**src/rtl/fb_arb_pkg.sv**
```systemverilog
// Frame-buffer port arbiter shared types: FSM states, read-tag owner/tag
// bundle and default bus widths for the 640x480 RGB565 frame buffer.
package fb_arb_pkg;

    localparam int FB_ADDR_W = 19;
    localparam int FB_DATA_W = 16;

    typedef enum logic [1:0] {
        IDLE,
        VGA_RUN,
        CE_SLOT
    } arb_state_e;

    typedef enum logic {
        OWN_VGA,
        OWN_CE
    } owner_e;

    typedef struct packed {
        logic   valid;
        owner_e owner;
    } tag_t;

    localparam tag_t TAG_NONE = '{valid: 1'b0, owner: OWN_VGA};

endpackage

```
**src/rtl/fb_arb_if.sv**
```systemverilog
// Handshake bundle between the VGA fetch path, the convolution engine,
// the frame-buffer RAM and the arbiter. slave = arbiter side,
// master = requester/RAM side (testbench or surrounding logic).
interface fb_arb_if
    import fb_arb_pkg::*;
#(
    parameter int ADDR_W = FB_ADDR_W,
    parameter int DATA_W = FB_DATA_W
);

    logic              vga_req;
    logic [ADDR_W-1:0] vga_addr;
    logic              vga_gnt;
    logic              vga_rvalid;
    logic [DATA_W-1:0] vga_rdata;

    logic              ce_req;
    logic              ce_we;
    logic [ADDR_W-1:0] ce_addr;
    logic [DATA_W-1:0] ce_wdata;
    logic              ce_gnt;
    logic              ce_rvalid;
    logic [DATA_W-1:0] ce_rdata;

    logic [ADDR_W-1:0] mem_addr;
    logic              mem_we;
    logic [DATA_W-1:0] mem_wdata;
    logic [DATA_W-1:0] mem_rdata;

    modport slave (
        input  vga_req, vga_addr,
        output vga_gnt, vga_rvalid, vga_rdata,
        input  ce_req, ce_we, ce_addr, ce_wdata,
        output ce_gnt, ce_rvalid, ce_rdata,
        output mem_addr, mem_we, mem_wdata,
        input  mem_rdata
    );

    modport master (
        output vga_req, vga_addr,
        input  vga_gnt, vga_rvalid, vga_rdata,
        output ce_req, ce_we, ce_addr, ce_wdata,
        input  ce_gnt, ce_rvalid, ce_rdata,
        input  mem_addr, mem_we, mem_wdata,
        output mem_rdata
    );

endinterface

```
**src/rtl/fb_rd_tag_pipe.sv**
```systemverilog
// Read-return tag shift register, DEPTH stages, asynchronously cleared.
// Ports: clk, reset_n, push_i (tag of this cycle's grant), tag_o (oldest).
module fb_rd_tag_pipe
    import fb_arb_pkg::*;
#(
    parameter int DEPTH = 3
) (
    input  logic clk,
    input  logic reset_n,
    input  tag_t push_i,
    output tag_t tag_o
);

    tag_t pipe_q [DEPTH];

    always_ff @(posedge clk or negedge reset_n) begin
        if (!reset_n) begin
            for (int i = 0; i < DEPTH; i++) begin
                pipe_q[i] <= TAG_NONE;
            end
        end else begin
            pipe_q[0] <= push_i;
            for (int i = 1; i < DEPTH; i++) begin
                pipe_q[i] <= pipe_q[i-1];
            end
        end
    end

    assign tag_o = pipe_q[DEPTH-1];

endmodule

```
**src/rtl/fb_port_arbiter.sv**
```systemverilog
// Single-port frame-buffer arbiter: VGA priority with bounded runs, CE r/w.
// Ports: clk, reset_n, bus (fb_arb_if.slave). Macro FB_ARB_STATS_EN adds
// ce_wait_max / vga_stall_cnt statistics outputs.
module fb_port_arbiter
    import fb_arb_pkg::*;
#(
    parameter int ADDR_W      = FB_ADDR_W,
    parameter int DATA_W      = FB_DATA_W,
    parameter int RD_LAT      = 2,
    parameter int MAX_VGA_RUN = 8
) (
    input  logic        clk,
    input  logic        reset_n,
`ifdef FB_ARB_STATS_EN
    output logic [15:0] ce_wait_max,
    output logic [31:0] vga_stall_cnt,
`endif
    fb_arb_if.slave     bus
);

    localparam logic [7:0] MAX_RUN = 8'(MAX_VGA_RUN);

    arb_state_e        state_q;
    logic [7:0]        run_cnt_q;
    logic [ADDR_W-1:0] mem_addr_q;
    logic              mem_we_q;
    logic [DATA_W-1:0] mem_wdata_q;

    logic vga_gnt;
    logic ce_gnt;
    tag_t push;
    tag_t tag_out;
    logic vga_rv;
    logic ce_rv;

    // Grants are combinational; gated by reset so every output is quiet
    // the moment reset is asserted.
    always_comb begin
        vga_gnt = 1'b0;
        ce_gnt  = 1'b0;
        unique case (state_q)
            VGA_RUN: begin
                vga_gnt = bus.vga_req &&
                          (run_cnt_q < MAX_RUN || !bus.ce_req);
                ce_gnt  = bus.ce_req &&
                          (run_cnt_q == MAX_RUN || !bus.vga_req);
            end
            default: begin
                vga_gnt = bus.vga_req;
                ce_gnt  = bus.ce_req && !bus.vga_req;
            end
        endcase
        vga_gnt = vga_gnt && reset_n;
        ce_gnt  = ce_gnt && reset_n;
    end

    always_ff @(posedge clk or negedge reset_n) begin
        if (!reset_n) begin
            state_q     <= IDLE;
            run_cnt_q   <= '0;
            mem_addr_q  <= '0;
            mem_we_q    <= 1'b0;
            mem_wdata_q <= '0;
        end else begin
            mem_we_q <= 1'b0;
            if (vga_gnt) begin
                state_q    <= VGA_RUN;
                mem_addr_q <= bus.vga_addr;
                if (state_q != VGA_RUN) begin
                    run_cnt_q <= 8'd1;
                end else if (run_cnt_q != MAX_RUN) begin
                    run_cnt_q <= run_cnt_q + 8'd1;
                end
            end else if (ce_gnt) begin
                state_q     <= CE_SLOT;
                run_cnt_q   <= '0;
                mem_addr_q  <= bus.ce_addr;
                mem_we_q    <= bus.ce_we;
                mem_wdata_q <= bus.ce_wdata;
            end else begin
                state_q   <= IDLE;
                run_cnt_q <= '0;
            end
        end
    end

    // Writes push an invalid tag so the slot still advances in lockstep.
    assign push.valid = vga_gnt || (ce_gnt && !bus.ce_we);
    assign push.owner = vga_gnt ? OWN_VGA : OWN_CE;

    // Address is registered one cycle, RAM adds RD_LAT: RD_LAT+1 stages.
    fb_rd_tag_pipe #(
        .DEPTH (RD_LAT + 1)
    ) u_tag_pipe (
        .clk     (clk),
        .reset_n (reset_n),
        .push_i  (push),
        .tag_o   (tag_out)
    );

    assign vga_rv = tag_out.valid && (tag_out.owner == OWN_VGA);
    assign ce_rv  = tag_out.valid && (tag_out.owner == OWN_CE);

    assign bus.vga_gnt    = vga_gnt;
    assign bus.ce_gnt     = ce_gnt;
    assign bus.vga_rvalid = vga_rv;
    assign bus.ce_rvalid  = ce_rv;
    assign bus.vga_rdata  = vga_rv ? bus.mem_rdata : '0;
    assign bus.ce_rdata   = ce_rv ? bus.mem_rdata : '0;
    assign bus.mem_addr   = mem_addr_q;
    assign bus.mem_we     = mem_we_q;
    assign bus.mem_wdata  = mem_wdata_q;

`ifdef FB_ARB_STATS_EN
    logic [15:0] ce_wait_q;
    logic [15:0] ce_wait_d;
    logic [15:0] ce_wait_max_q;
    logic [31:0] vga_stall_q;

    always_comb begin
        ce_wait_d = '0;
        if (bus.ce_req && !ce_gnt) begin
            ce_wait_d = (ce_wait_q == 16'hFFFF) ? ce_wait_q
                                                : ce_wait_q + 16'd1;
        end
    end

    always_ff @(posedge clk or negedge reset_n) begin
        if (!reset_n) begin
            ce_wait_q     <= '0;
            ce_wait_max_q <= '0;
            vga_stall_q   <= '0;
        end else begin
            ce_wait_q <= ce_wait_d;
            if (ce_wait_d > ce_wait_max_q) begin
                ce_wait_max_q <= ce_wait_d;
            end
            if (bus.vga_req && !vga_gnt && vga_stall_q != 32'hFFFF_FFFF) begin
                vga_stall_q <= vga_stall_q + 32'd1;
            end
        end
    end

    assign ce_wait_max   = ce_wait_max_q;
    assign vga_stall_cnt = vga_stall_q;
`endif

endmodule
```
**src/flat_wrapper.sv**
```systemverilog
// flat-port wrapper written by rule: the top's interface ports become plain ports
module fb_port_arbiter_flat import fb_arb_pkg::*;
#(
    parameter int ADDR_W      = FB_ADDR_W,
    parameter int DATA_W      = FB_DATA_W,
    parameter int RD_LAT      = 2,
    parameter int MAX_VGA_RUN = 8
)
  (clk, reset_n, bus_vga_req, bus_vga_addr, bus_vga_gnt, bus_vga_rvalid, bus_vga_rdata, bus_ce_req, bus_ce_we, bus_ce_addr, bus_ce_wdata, bus_ce_gnt, bus_ce_rvalid, bus_ce_rdata, bus_mem_addr, bus_mem_we, bus_mem_wdata, bus_mem_rdata);
  fb_arb_if #(.ADDR_W(ADDR_W), .DATA_W(DATA_W)) bus_i ();
  input  logic clk;
  input  logic reset_n;
  input wire logic [$bits(bus_i.vga_req)-1:0] bus_vga_req;
  input wire logic [$bits(bus_i.vga_addr)-1:0] bus_vga_addr;
  output wire logic [$bits(bus_i.vga_gnt)-1:0] bus_vga_gnt;
  output wire logic [$bits(bus_i.vga_rvalid)-1:0] bus_vga_rvalid;
  output wire logic [$bits(bus_i.vga_rdata)-1:0] bus_vga_rdata;
  input wire logic [$bits(bus_i.ce_req)-1:0] bus_ce_req;
  input wire logic [$bits(bus_i.ce_we)-1:0] bus_ce_we;
  input wire logic [$bits(bus_i.ce_addr)-1:0] bus_ce_addr;
  input wire logic [$bits(bus_i.ce_wdata)-1:0] bus_ce_wdata;
  output wire logic [$bits(bus_i.ce_gnt)-1:0] bus_ce_gnt;
  output wire logic [$bits(bus_i.ce_rvalid)-1:0] bus_ce_rvalid;
  output wire logic [$bits(bus_i.ce_rdata)-1:0] bus_ce_rdata;
  output wire logic [$bits(bus_i.mem_addr)-1:0] bus_mem_addr;
  output wire logic [$bits(bus_i.mem_we)-1:0] bus_mem_we;
  output wire logic [$bits(bus_i.mem_wdata)-1:0] bus_mem_wdata;
  input wire logic [$bits(bus_i.mem_rdata)-1:0] bus_mem_rdata;
  assign bus_i.vga_req = bus_vga_req;
  assign bus_i.vga_addr = bus_vga_addr;
  assign bus_vga_gnt = bus_i.vga_gnt;
  assign bus_vga_rvalid = bus_i.vga_rvalid;
  assign bus_vga_rdata = bus_i.vga_rdata;
  assign bus_i.ce_req = bus_ce_req;
  assign bus_i.ce_we = bus_ce_we;
  assign bus_i.ce_addr = bus_ce_addr;
  assign bus_i.ce_wdata = bus_ce_wdata;
  assign bus_ce_gnt = bus_i.ce_gnt;
  assign bus_ce_rvalid = bus_i.ce_rvalid;
  assign bus_ce_rdata = bus_i.ce_rdata;
  assign bus_mem_addr = bus_i.mem_addr;
  assign bus_mem_we = bus_i.mem_we;
  assign bus_mem_wdata = bus_i.mem_wdata;
  assign bus_i.mem_rdata = bus_mem_rdata;
  fb_port_arbiter #(.ADDR_W(ADDR_W), .DATA_W(DATA_W), .RD_LAT(RD_LAT), .MAX_VGA_RUN(MAX_VGA_RUN)) u_core (.clk(clk), .reset_n(reset_n), .bus(bus_i));
endmodule
```
**config.mk**
```make
export PLATFORM = sky130hd
export DESIGN_NAME = fb_port_arbiter_flat
export DESIGN_NICKNAME = d
export VERILOG_FILES = /design/src/rtl/fb_arb_pkg.sv /design/src/rtl/fb_arb_if.sv /design/src/rtl/fb_rd_tag_pipe.sv /design/src/rtl/fb_port_arbiter.sv /design/src/flat_wrapper.sv
export SDC_FILE = /design/constraint.sdc
export NUM_CORES = 1
export LEC_CHECK = 0
export ABC_AREA = 1
export BUFFER_PORTS_ARGS = -buffer_cell sky130_fd_sc_hd__buf_4
export CAP_MARGIN = 15
export CORE_MARGIN = 2
export CORE_UTILIZATION = 40
export CTS_CLUSTER_SIZE = 16
export DETAILED_ROUTE_END_ITERATION = 8
export HOLD_SLACK_MARGIN = 0.03
export PLACE_DENSITY_LB_ADDON = 0.3
export SLEW_MARGIN = 20
export SYNTH_ARGS = -nofsm -noshare
export SYNTH_HDL_FRONTEND = slang
export SYNTH_SLANG_ARGS = --single-unit
```
**constraint.sdc**
```tcl
create_clock -name clk -period 2.2 [get_ports clk]
set_input_delay 0 -clock clk [delete_from_list [all_inputs] [get_ports clk]]
set_output_delay 0 -clock clk [all_outputs]
set_load 0.01 [all_outputs]
```
; ---- Word level (Yosys, flattened, before mapping)
; Cells that the tools add are included.
; W data, S select, Z words.
[totals]
wordCells = 50
ff_bits = 52
output_inout_bits = 72
[classes]
muxes = 14
bitwise_logic = 2
addsub = 1
n_eq_ne = 5
order_cmp = 1
reduce_logical = 16
[op_table]
columns = op, count
row1 = $mux W19, 2
row2 = $mux W16, 2
row3 = $mux W8, 3
row4 = $add A8 B1 Y8 const B, 1
row5 = $eq A8 B4 Y1 const B, 1
row6 = $logic_and A1 B1 Y1, 8
row7 = $lt A8 B4 Y1 const B, 1
row8 = $ne A8 B4 Y1 const B, 1
row9 = $mux W1, 5
row10 = $mux W2, 2
row11 = $logic_not A1 Y1, 3
row12 = $logic_or A1 B1 Y1, 3
row13 = $ne A3 B3 Y1 const B, 1
row14 = $eq A2 B1 Y1 const B, 1
row15 = $ne A2 B1 Y1 const B, 1
row16 = $not A1 Y1, 2
row17 = $reduce_and A2 Y1, 1
row18 = $reduce_bool A2 Y1, 1

; ---- Depth between registers and ports, before layout
; Gate-level depths: netlist of run 1.
[depth]
depth_word = 7
depth_mapped = 11

; ---- Hierarchy
; Synthesis of run 1 repeated with hierarchy kept, for this count alone.
[hier_totals]
cells_unflattened = 363
hier_area_um2 = 2693.8
[by_module_without_submodules]
columns = mod, seq_area_each_um2, area_each_um2, cells_each, instances
row1 = fb_port_arbiter, 1151.1, 2528.7, 355, 1
row2 = fb_rd_tag_pipe, 150.1, 165.2, 8, 1

; ---- Worst setup path after synthesis of run 1
; No wires, ideal clock.
[synth_path]
path_kind = register to register
start = register u_core.run_cnt_q[0]
end = register u_core.mem_addr_q[18] (netlist: u_core.bus.mem_addr[18])
slack_ns = 0.684
t_arrival_ns = 1.400
path_stages_with_launch = 12
required_ns = 2.084
cell_sequence = dfrtp_1 > inv_1 > ha_1 > nand3_1 > nor2_2 > nand2_4 > nand2_2 > nand2_4 > buf_6 > buf_12 > nand3_2 > nand2_1
[synth_via]
elab_chain_len = 6
[synth_lines]
columns = element, line
row1 = from (decl), fb_port_arbiter.sv:24  ; logic [7:0] run_cnt_q;
row2 = from (signal assigned), fb_port_arbiter.sv:72  ; run_cnt_q <= run_cnt_q + 8'd1;
row3 = $lt A8 B4 Y1 / $eq A8 B4 Y1 (equally long branches), "fb_port_arbiter.sv:44, fb_port_arbiter.sv:46"
row4 = $logic_or A1 B1 Y1 (on tied branches), "fb_port_arbiter.sv:44, fb_port_arbiter.sv:46"
row5 = $logic_and A1 B1 Y1 (on tied branches), "fb_port_arbiter.sv:43, fb_port_arbiter.sv:45"
row6 = $mux W1, fb_port_arbiter.sv:41  ; unique case (state_q)
row7 = $logic_and A1 B1 Y1 (on tied branches), "fb_port_arbiter.sv:53, fb_port_arbiter.sv:54"
row8 = $mux W19 / $reduce_bool A2 Y1 (equally long branches), -
row9 = to (signal assigned), fb_port_arbiter.sv:68  ; mem_addr_q <= bus.vga_addr;
row10 = to (signal assigned), fb_port_arbiter.sv:77  ; mem_addr_q <= bus.ce_addr;
row11 = to (decl), fb_port_arbiter.sv:25  ; logic [ADDR_W-1:0] mem_addr_q;
; Several ways; a longest one is shown, not always the timed one.
; A chain may end at the register's enable or synchronous reset.

; ---- Final worst setup path of run 1
[layout_path]
start = register u_core.run_cnt_q[4]
end = register u_core.mem_addr_q[15] (netlist: u_core.bus.mem_addr[15])
; Same word-level chain as after synthesis.

==> metrics.md, run 1 <==
| Metric | Value |
|---|---|
| Outcome | `completed` |
| Vias/cell | `4.77` |
| Post-synthesis sequential area ratio | `48.7%` |
| Mapped Cells | `approximately 350` |
| Synth area leader | `dfrtp_1` |
| Power Internal | `1.85 mW` |
| CTS Buffer Depth | `2` |
| Final Setup Violations | `0` |
| Num CTS Buffers | `5` |
| CP Class | `flop to flop` |
| Fill cell count | `497` |
| Maximum fanout along the worst path | `14` |
| CTS tree | `built` |
| Crit path arrival time | `2.23 ns` |
| Post-route ant nets | `0` |
| Adder-cell area share of the yosys netlist | `0.937%` |
| Largest family of logic cells by synthesized area | `simple AND/OR/NAND/NOR gates` |
| Max-cap viol count | `0` |
| Inserted Diodes | `0` |
| Critical Path RT | `approximately 2.4 ns` |
| # port buffers | `146` |
| Startpoint class of the critical path | `flop` |
| Period utilization | `a little over 90%` |
| Mapped Avg Cell Area | `7.59 um2` |
| Via count | `3000` |
| Post-synthesis mux area share | `0%` |
| Clock Power Share | `27.7%` |
| Setup TNS | `0 ns` |
| Layout Nets | `628` |
| #FFs+latches synth | `52` |
| Total core area | `6390 um2` |
| Hold path depth | `5` |
| Reg2reg path depth | `10` |
| Syn Nets | `429` |
| Slew headroom | `56.9%` |
| HP Class | `input pin to flop` |
| Clk root buf | `clkbuf_8` |
| Pleak | `between 2 and 3 nW` |
| Largest net degree at the start of global routing | `53` |
| Pwr/cell area | `566 nW/um2` |
| Post-synth top area share | `48.7%` |
| Complex-gate fraction of the synthesized area | `less than 1%` |
| Clk slew on worst S/H paths | `0.09 ns` |
| Number of remaining DRC errors | `0` |
| Internal reg-to-reg setup slack | `0.17 ns` |
| Crit path capture type | `flop` |
| Slew @ Worst Pin | `between 0.6 and 0.7 ns` |
| Max VDD drop | `0.000356 V` |
| Simple-gate share of the synthesized area | `about two fifths` |
| Pre-antenna DRT Iters | `4` |
| Routed wire length | `roughly 7900 um` |
| Fmax achieved | `just under 500 MHz` |
| Rows | `29` |
| Yosys cell types | `23` |
| Synthesis-to-finish area growth | `67.6%` |
| Layout cell share with drive strength beyond 1 | `33.2%` |
| Vias in the first global route | `2904` |
| Final worst slack | `0.174 ns` |
| # H-tree levels | `2` |
| Syn. warnings | `0` |
| Tmin final | `2.03 ns` |
| Post-Syn Area | `2670 um2` |
| Initial Util | `41.8%` |
| Initial drt markers | `between 80 and 90` |
| Grt total ovfl | `0` |
| Clock Latency Late Sink | `0.30 ns` |
| RSZ-0062 raised after global routing | `false` |
| Synth area leaders | `dfrtp_1 (49%), nand2_1 (19%), nand3_1 (6.7%)` |
| Gr usage total | `between 20% and 30%` |
| DP Worst Slack | `0.384 ns` |
| Worst Hold End | `u_core.bus.mem_addr[13]` |
| Psw | `688 uW` |
| XOR/XNOR Fraction of Synth Area | `0.656%` |
| Die X | `85.7 um` |
| Die Ht | `approximately 86 um` |
| Hold path startpoint | `bus_vga_addr[13]` |
| Post-DP HPWL | `5290 um` |
| Initial antenna violation count | `0` |
| First-pass GRT wire length | `between 10000 and 15000 um` |
| Comb power frac | `27.6%` |
| WL/cell | `between 10 and 15 um` |
| Clk sink count | `52` |
| Crit Reg-Reg Endpoint | `u_core.bus.mem_addr[15]` |
| Slew Limit Fails | `0` |
| Total Die Area | `between 7000 and 8000 um2` |
| Final Hold Viols | `0` |
| Gp weighted congestion | `0.776` |
| Switching share of power | `27.1%` |
| Most frequent cells in the layout | `buf_4 (154), nand2_1 (137), dlygate4sd3_1 (53), dfrtp_1 (52), nor2_1 (44)` |
| # IOs | `about 150` |
| Most common cell after layout, fill and taps aside | `buf_4` |
| Worst Skew | `0.00892 ns` |
| Reg power frac | `44.7%` |
| Origin of the critical flop-to-flop path | `u_core.run_cnt_q[4]` |
-- flip-flops by register name, indices dropped and copies added (netlist names) --
register / count
u_core.bus.mem_addr: 19
u_core.bus.mem_wdata: 16
u_core.run_cnt_q: 8
u_core.u_tag_pipe.pipe_q: 4
u_core.state_q: 2
u_core.u_tag_pipe.tag_o: 2
u_core.bus.mem_we: 1
-- area by class of cell --
type                            instances  area [um2]  area share [%]
Timing Repair Buffer                  207        1690            37.7
Sequential cell                        52        1300            29.1
Multi-Input combinational cell        248        1120            25.0
Inverter                               36         141            3.16
Clock buffer                            7        96.3            2.15
Tap cell                               77        96.3            2.15
Clock inverter                          1        30.0           0.671
Timing Repair inverter                  1        5.00           0.112
-- synth_stat cells --
| master | n |
|---|---|
| nand2_2 | 3 |
| a21oi_1 | 3 |
| nor2_2 | 1 |
| dfrtp_1 | 52 |
| clkbuf_1 | 2 |
| xor2_1 | 2 |
| ha_1 | 2 |
| nand3_1 | 36 |
| nor2_1 | 44 |
| buf_12 | 1 |
| nand3_2 | 10 |
| buf_4 | 4 |
| nand2_1 | 137 |
| and2_4 | 1 |
| nor4_1 | 2 |
| buf_2 | 7 |
| o21ai_0 | 2 |
| nand2_4 | 3 |
| nand4_1 | 1 |
| inv_1 | 35 |
| nor3_1 | 1 |
| inv_2 | 1 |
| buf_6 | 2 |
-- power by group through the flow --
stage / Combinational, mW / Sequential [mW] / Clock [mW]
finish: 0.700 / 1.13 / 0.703
global route: 0.768 / 1.15 / 0.753
CTS: 0.692 / 1.13 / 0.718
detailed placement: 0.613 / 1.15 / 0
global placement: 0.601 / 1.15 / 0
floorplan: 0.212 / 1.19 / 0
-- critical path, cell delays in order (launching register included) --
cell           delay [ns]
dfrtp_1              0.42
nor2_1               0.15
nand3_1              0.13
nand2_1              0.11
nand2_2              0.10
buf_4                0.20
nand2_1              0.07
nand2_1              0.06
dlygate4sd3_1        0.57
nand2_1              0.07
nand2_1              0.05
-- stage by stage --
step | hold slack (ns) | area [um2] | total power, mW | util, % | cells
2_1_floorplan | -0.296 | 2670 | 1.40 | - | 352
3_3_place_gp | 0.183 | 3780 | 1.75 | 59.3 | 564
3_5_place_dp | 0.182 | 3780 | 1.76 | 59.3 | 564
4_1_cts | 0.0325 | 4440 | 2.54 | 69.6 | 625
5_1_grt | 0.0520 | 4480 | 2.67 | 70.1 | 629
6_report | 0.0459 | 4480 | 2.54 | 70.1 | 629
-- worst max path at each step --
stage                              from                       end  slack (ns)  depth (start not counted)
floorplan           u_core.run_cnt_q[0]   u_core.bus.mem_addr[18]        0.68                         11
global placement    u_core.run_cnt_q[0]   u_core.bus.mem_addr[17]        0.46                         10
detailed placement  u_core.run_cnt_q[0]  u_core.bus.mem_wdata[15]        0.38                         10
CTS                             reset_n   u_core.bus.mem_addr[16]        0.08                         11
global route        u_core.run_cnt_q[4]   u_core.bus.mem_addr[15]       0.002                         10
finish              u_core.run_cnt_q[4]   u_core.bus.mem_addr[15]        0.17                         10
-- routing by layer --
| layer | GRT usage (%) | share of wire, % | vias up |
|---|---|---|---|
| li1 | - | - | 1468 |
| met1 | 23.8 | 38 | 1377 |
| met2 | 40.9 | 51 | 145 |
| met3 | 5.00 | 8.9 | 10 |
| met4 | 5.63 | 1.1 | 0 |
| met5 | 0 | 0 | - |
-- timing repair --
action	CTS	global route
hold buffers	53	0
endpoints found under the setup margin	0	7
gates resized for setup	0	3
setup buffers	0	3
endpoints found under the hold margin	90	0
-- cells by family after synthesis --
group / count (synthesis)
AND/OR/NAND/NOR: 239
buffers and inverters: 52
flip-flops: 52
AO/OA/AOI/OAI: 5
XOR/XNOR: 2
adder cells (fa/ha/maj): 2
No activity file was read; power rests on OpenSTA's default activity.
==> run 2, diff against run 1 <==
--- a/config.mk
+++ b/config.mk
@@ -7,7 +7,7 @@
 export LEC_CHECK = 0
 export ABC_AREA = 1
 export BUFFER_PORTS_ARGS = -buffer_cell sky130_fd_sc_hd__buf_4
-export CAP_MARGIN = 15
+export CAP_MARGIN = 20
 export CORE_MARGIN = 2
 export CORE_UTILIZATION = 40
 export CTS_CLUSTER_SIZE = 16
==> constraint.sdc (replaced) <==
create_clock -name clk -period 2.2 [get_ports clk]
set_input_delay 0.11 -clock clk [delete_from_list [all_inputs] [get_ports clk]]
set_output_delay 0.11 -clock clk [all_outputs]
set_load 0.01 [all_outputs]
==> run 2 against run 1 <==
Critical path depth shrank 1. Sequential power is essentially flat. Clock skew shrank 0.0056 ns. Total power shrank 7.8%. Die area is the same. Maximum frequency is essentially flat. Combinational power shrank 9.9%. Global-route usage shrank 2.1 points. Critical endpoint is now bus_ce_gnt. Sequential share of layout area grew 2.9 points. Register-to-register slack gained 0.20 ns. Design area shrank 9.0%.
==> metrics.md, run 2 (synthesis results as in run 1) <==
| Metric | Value |
|---|---|
| Placed cell area | `3790 um2 (+0.13%)` |
| CP Class | `flop to primary output` |
| Largest net degree at the start of global routing | `53 (unchanged)` |
| Clk slew on worst S/H paths | `0.09 ns (about the same)` |
| Maximum fanout along the worst path | `23 (+9)` |
| # H-tree levels | `2 (unchanged)` |
| Worst Skew | `0.00327 ns (-0.00565 ns)` |
| Total core area | `6390 um2 (unchanged)` |
| Gp weighted congestion | `0.910 (+17%)` |
| Initial Util | `41.8% (unchanged)` |
| Clk root buf | `clkbuf_8` |
| Final Cell Area | `4070 um2 (-9.0%)` |
| Fmax achieved | `494 MHz (about the same)` |
| Max-cap viol count | `0 (unchanged)` |
| Clk sink count | `52 (unchanged)` |
| # port buffers | `146 (unchanged)` |
| Layout Nets | `588 (-6.4%)` |
| Slew @ Worst Pin | `0.621 ns (-0.0245 ns)` |
| Slew headroom | `58.6% (+1.6 points)` |
| Initial antenna violation count | `0 (unchanged)` |
| Via count | `2734 (-8.9%)` |
| Crit path capture type | `primary output` |
| Die X | `85.7 um (unchanged)` |
| Post-DP HPWL | `5410 um (+2.3%)` |
| First-pass GRT wire length | `11500 um (-9.9%)` |
| Die Ht | `85.7 um (unchanged)` |
| Cell family with most CP delay | `simple AND/OR/NAND/NOR gates` |
| Vias/cell | `4.64 (-2.7%)` |
| Most common cell after layout, fill and taps aside | `buf_4` |
| Post-route ant nets | `0 (unchanged)` |
| Outcome | `completed` |
| Tmin final | `2.03 ns (-0.00121 ns)` |
| Slew Limit Fails | `0 (unchanged)` |
| Total Power | `2.34 mW (-7.8%)` |
| Inserted Diodes | `0 (unchanged)` |
| Number of remaining DRC errors | `0 (unchanged)` |
| Final Setup Violations | `0 (unchanged)` |
| RSZ-0062 raised after global routing | `false` |
| Setup TNS | `0 ns (unchanged)` |
| Pwr/cell area | `574 nW/um2 (+1.3%)` |
| Layout cell share with drive strength beyond 1 | `34.6% (+1.4 points)` |
| Grt total ovfl | `0 (unchanged)` |
| CTS tree | `built` |
| Critical path buffers and inverters | `3 (+1)` |
| Clock Latency Late Sink | `0.30 ns (about the same)` |
| Startpoint class of the critical path | `flop` |
| Initial drt markers | `144 (+67%)` |
| Final Hold Viols | `0 (unchanged)` |
| Rows | `29 (unchanged)` |
| Synthesis-to-finish area growth | `52.5%` |
| Period utilization | `92.1% (about the same)` |
| Most frequent cells in the layout | `buf_4 (149), nand2_1 (137), dfrtp_1 (52), nor2_1 (44), nand3_1 (36)` |
| Num CTS Buffers | `5 (unchanged)` |
| Worst path max stage delay | `0.42 ns (-0.15 ns)` |
| Crit-path cells | `inv_1, ha_1, nand3_1, nor2_2, nand2_4, nand2_2, nand2_4, inv_6, buf_4` |
| Pleak | `2.37 nW (-6.6%)` |
| HP Class | `input pin to flop` |
| Gr usage total | `19.4% (-2.1 points)` |
| Largest register FFs | `19 (unchanged)` |
| Crit-path most repeated cell | `nand2_4` |
| WHS | `0.0861 ns (+0.0403 ns)` |
| Routed wire length | `7120 um (-10%)` |
| WL/cell | `12.1 um (-4.1%)` |
| Slowest CP cell | `dfrtp_1` |
| Vias in the first global route | `2614 (-10%)` |
| Pre-antenna DRT Iters | `4 (unchanged)` |
| Crit path arrival time | `1.92 ns (-0.31 ns)` |
| # IOs | `147 (unchanged)` |
| Critical Path RT | `2.09 ns (-0.31 ns)` |
| Max VDD drop | `0.000336 V (-5.6%)` |
| CTS Buffer Depth | `2 (unchanged)` |
| Total Die Area | `7340 um2 (unchanged)` |
==> run 2: cell types whose count changed in the layout (fill, tap and decap cells not counted), sizes merged <==
cell         delta
inv             +2
clkinv          +1
bufinv          -1
buf             -4
dlygate4sd3    -35
clkinvlp        -2
clkbuf          -1
==> run 2: power breakdown <==
| part | total (mW) | switching (mW) | internal (mW) |
|---|---|---|---|
| sequential | 1.14 | 0.0720 | 1.06 |
| combinational | 0.631 | 0.296 | 0.335 |
| clock | 0.570 | 0.312 | 0.258 |
| total | 2.34 | 0.680 | 1.66 |
==> run 2: tightest hold or removal path, stage by stage <==
cell,delay [ns]
buf_4,0.08
nand2_1,0.04
nand2_1,0.05
nand2_1,0.04
nand2_1,0.04
==> run 2: area by class of cell <==
class	count	area, um2
multi-input cells	248	1120
clock buffers	6	82.6
flip-flops and latches	52	1300
inverters	36	140
clock inverters	2	13.8
fillers	547	2310
well taps	77	96.3
repair buffers	168	1320
==> run 2: timing repair <==
item / CTS / global route
hold endpoints to repair: 70 / 0
endpoints found under the setup margin: 0 / 1
resized for setup: 0 / 3
hold buffers: 18 / 0
buffers inserted: 0 / 0
==> run 2: routing by layer <==
metal / wire [um] / up-vias / GRT usage [%]
li1: - / 1386 / -
met2: 3620 / 120 / 35.7
met5: 0 / - / 0
met3: 648 / 12 / 5.97
met1: 2760 / 1216 / 21.7
met4: 92 / 0 / 4.76
==> run 2: per-stage QoR <==
stage / std cells / util [%] / setup slack, ns
finish: 589 / 63.8 / 0.175
global route: 589 / 63.8 / 0.00968
CTS: 589 / 63.7 / 0.0859
detailed placement: 563 / 59.3 / 0.415
global placement: 563 / 59.3 / 0.500
floorplan: 352 / - / 0.684
==> run 2: final timing paths <==
kind,from,to,slack (ns),depth (start not counted)
setup reg to reg,u_core.run_cnt_q[0],u_core.bus.mem_addr[13],0.37,10
hold / removal,bus_ce_addr[18],u_core.bus.mem_addr[18],0.09,5
hold reg to reg,u_core.u_tag_pipe.pipe_q[2],u_core.u_tag_pipe.tag_o[0],0.35,0
setup / recovery,u_core.run_cnt_q[0],bus_ce_gnt,0.17,9
max in group asynchronous,reset_n,u_core.bus.mem_wdata[10],1.30,3
min in group asynchronous,reset_n,u_core.run_cnt_q[3],0.49,3
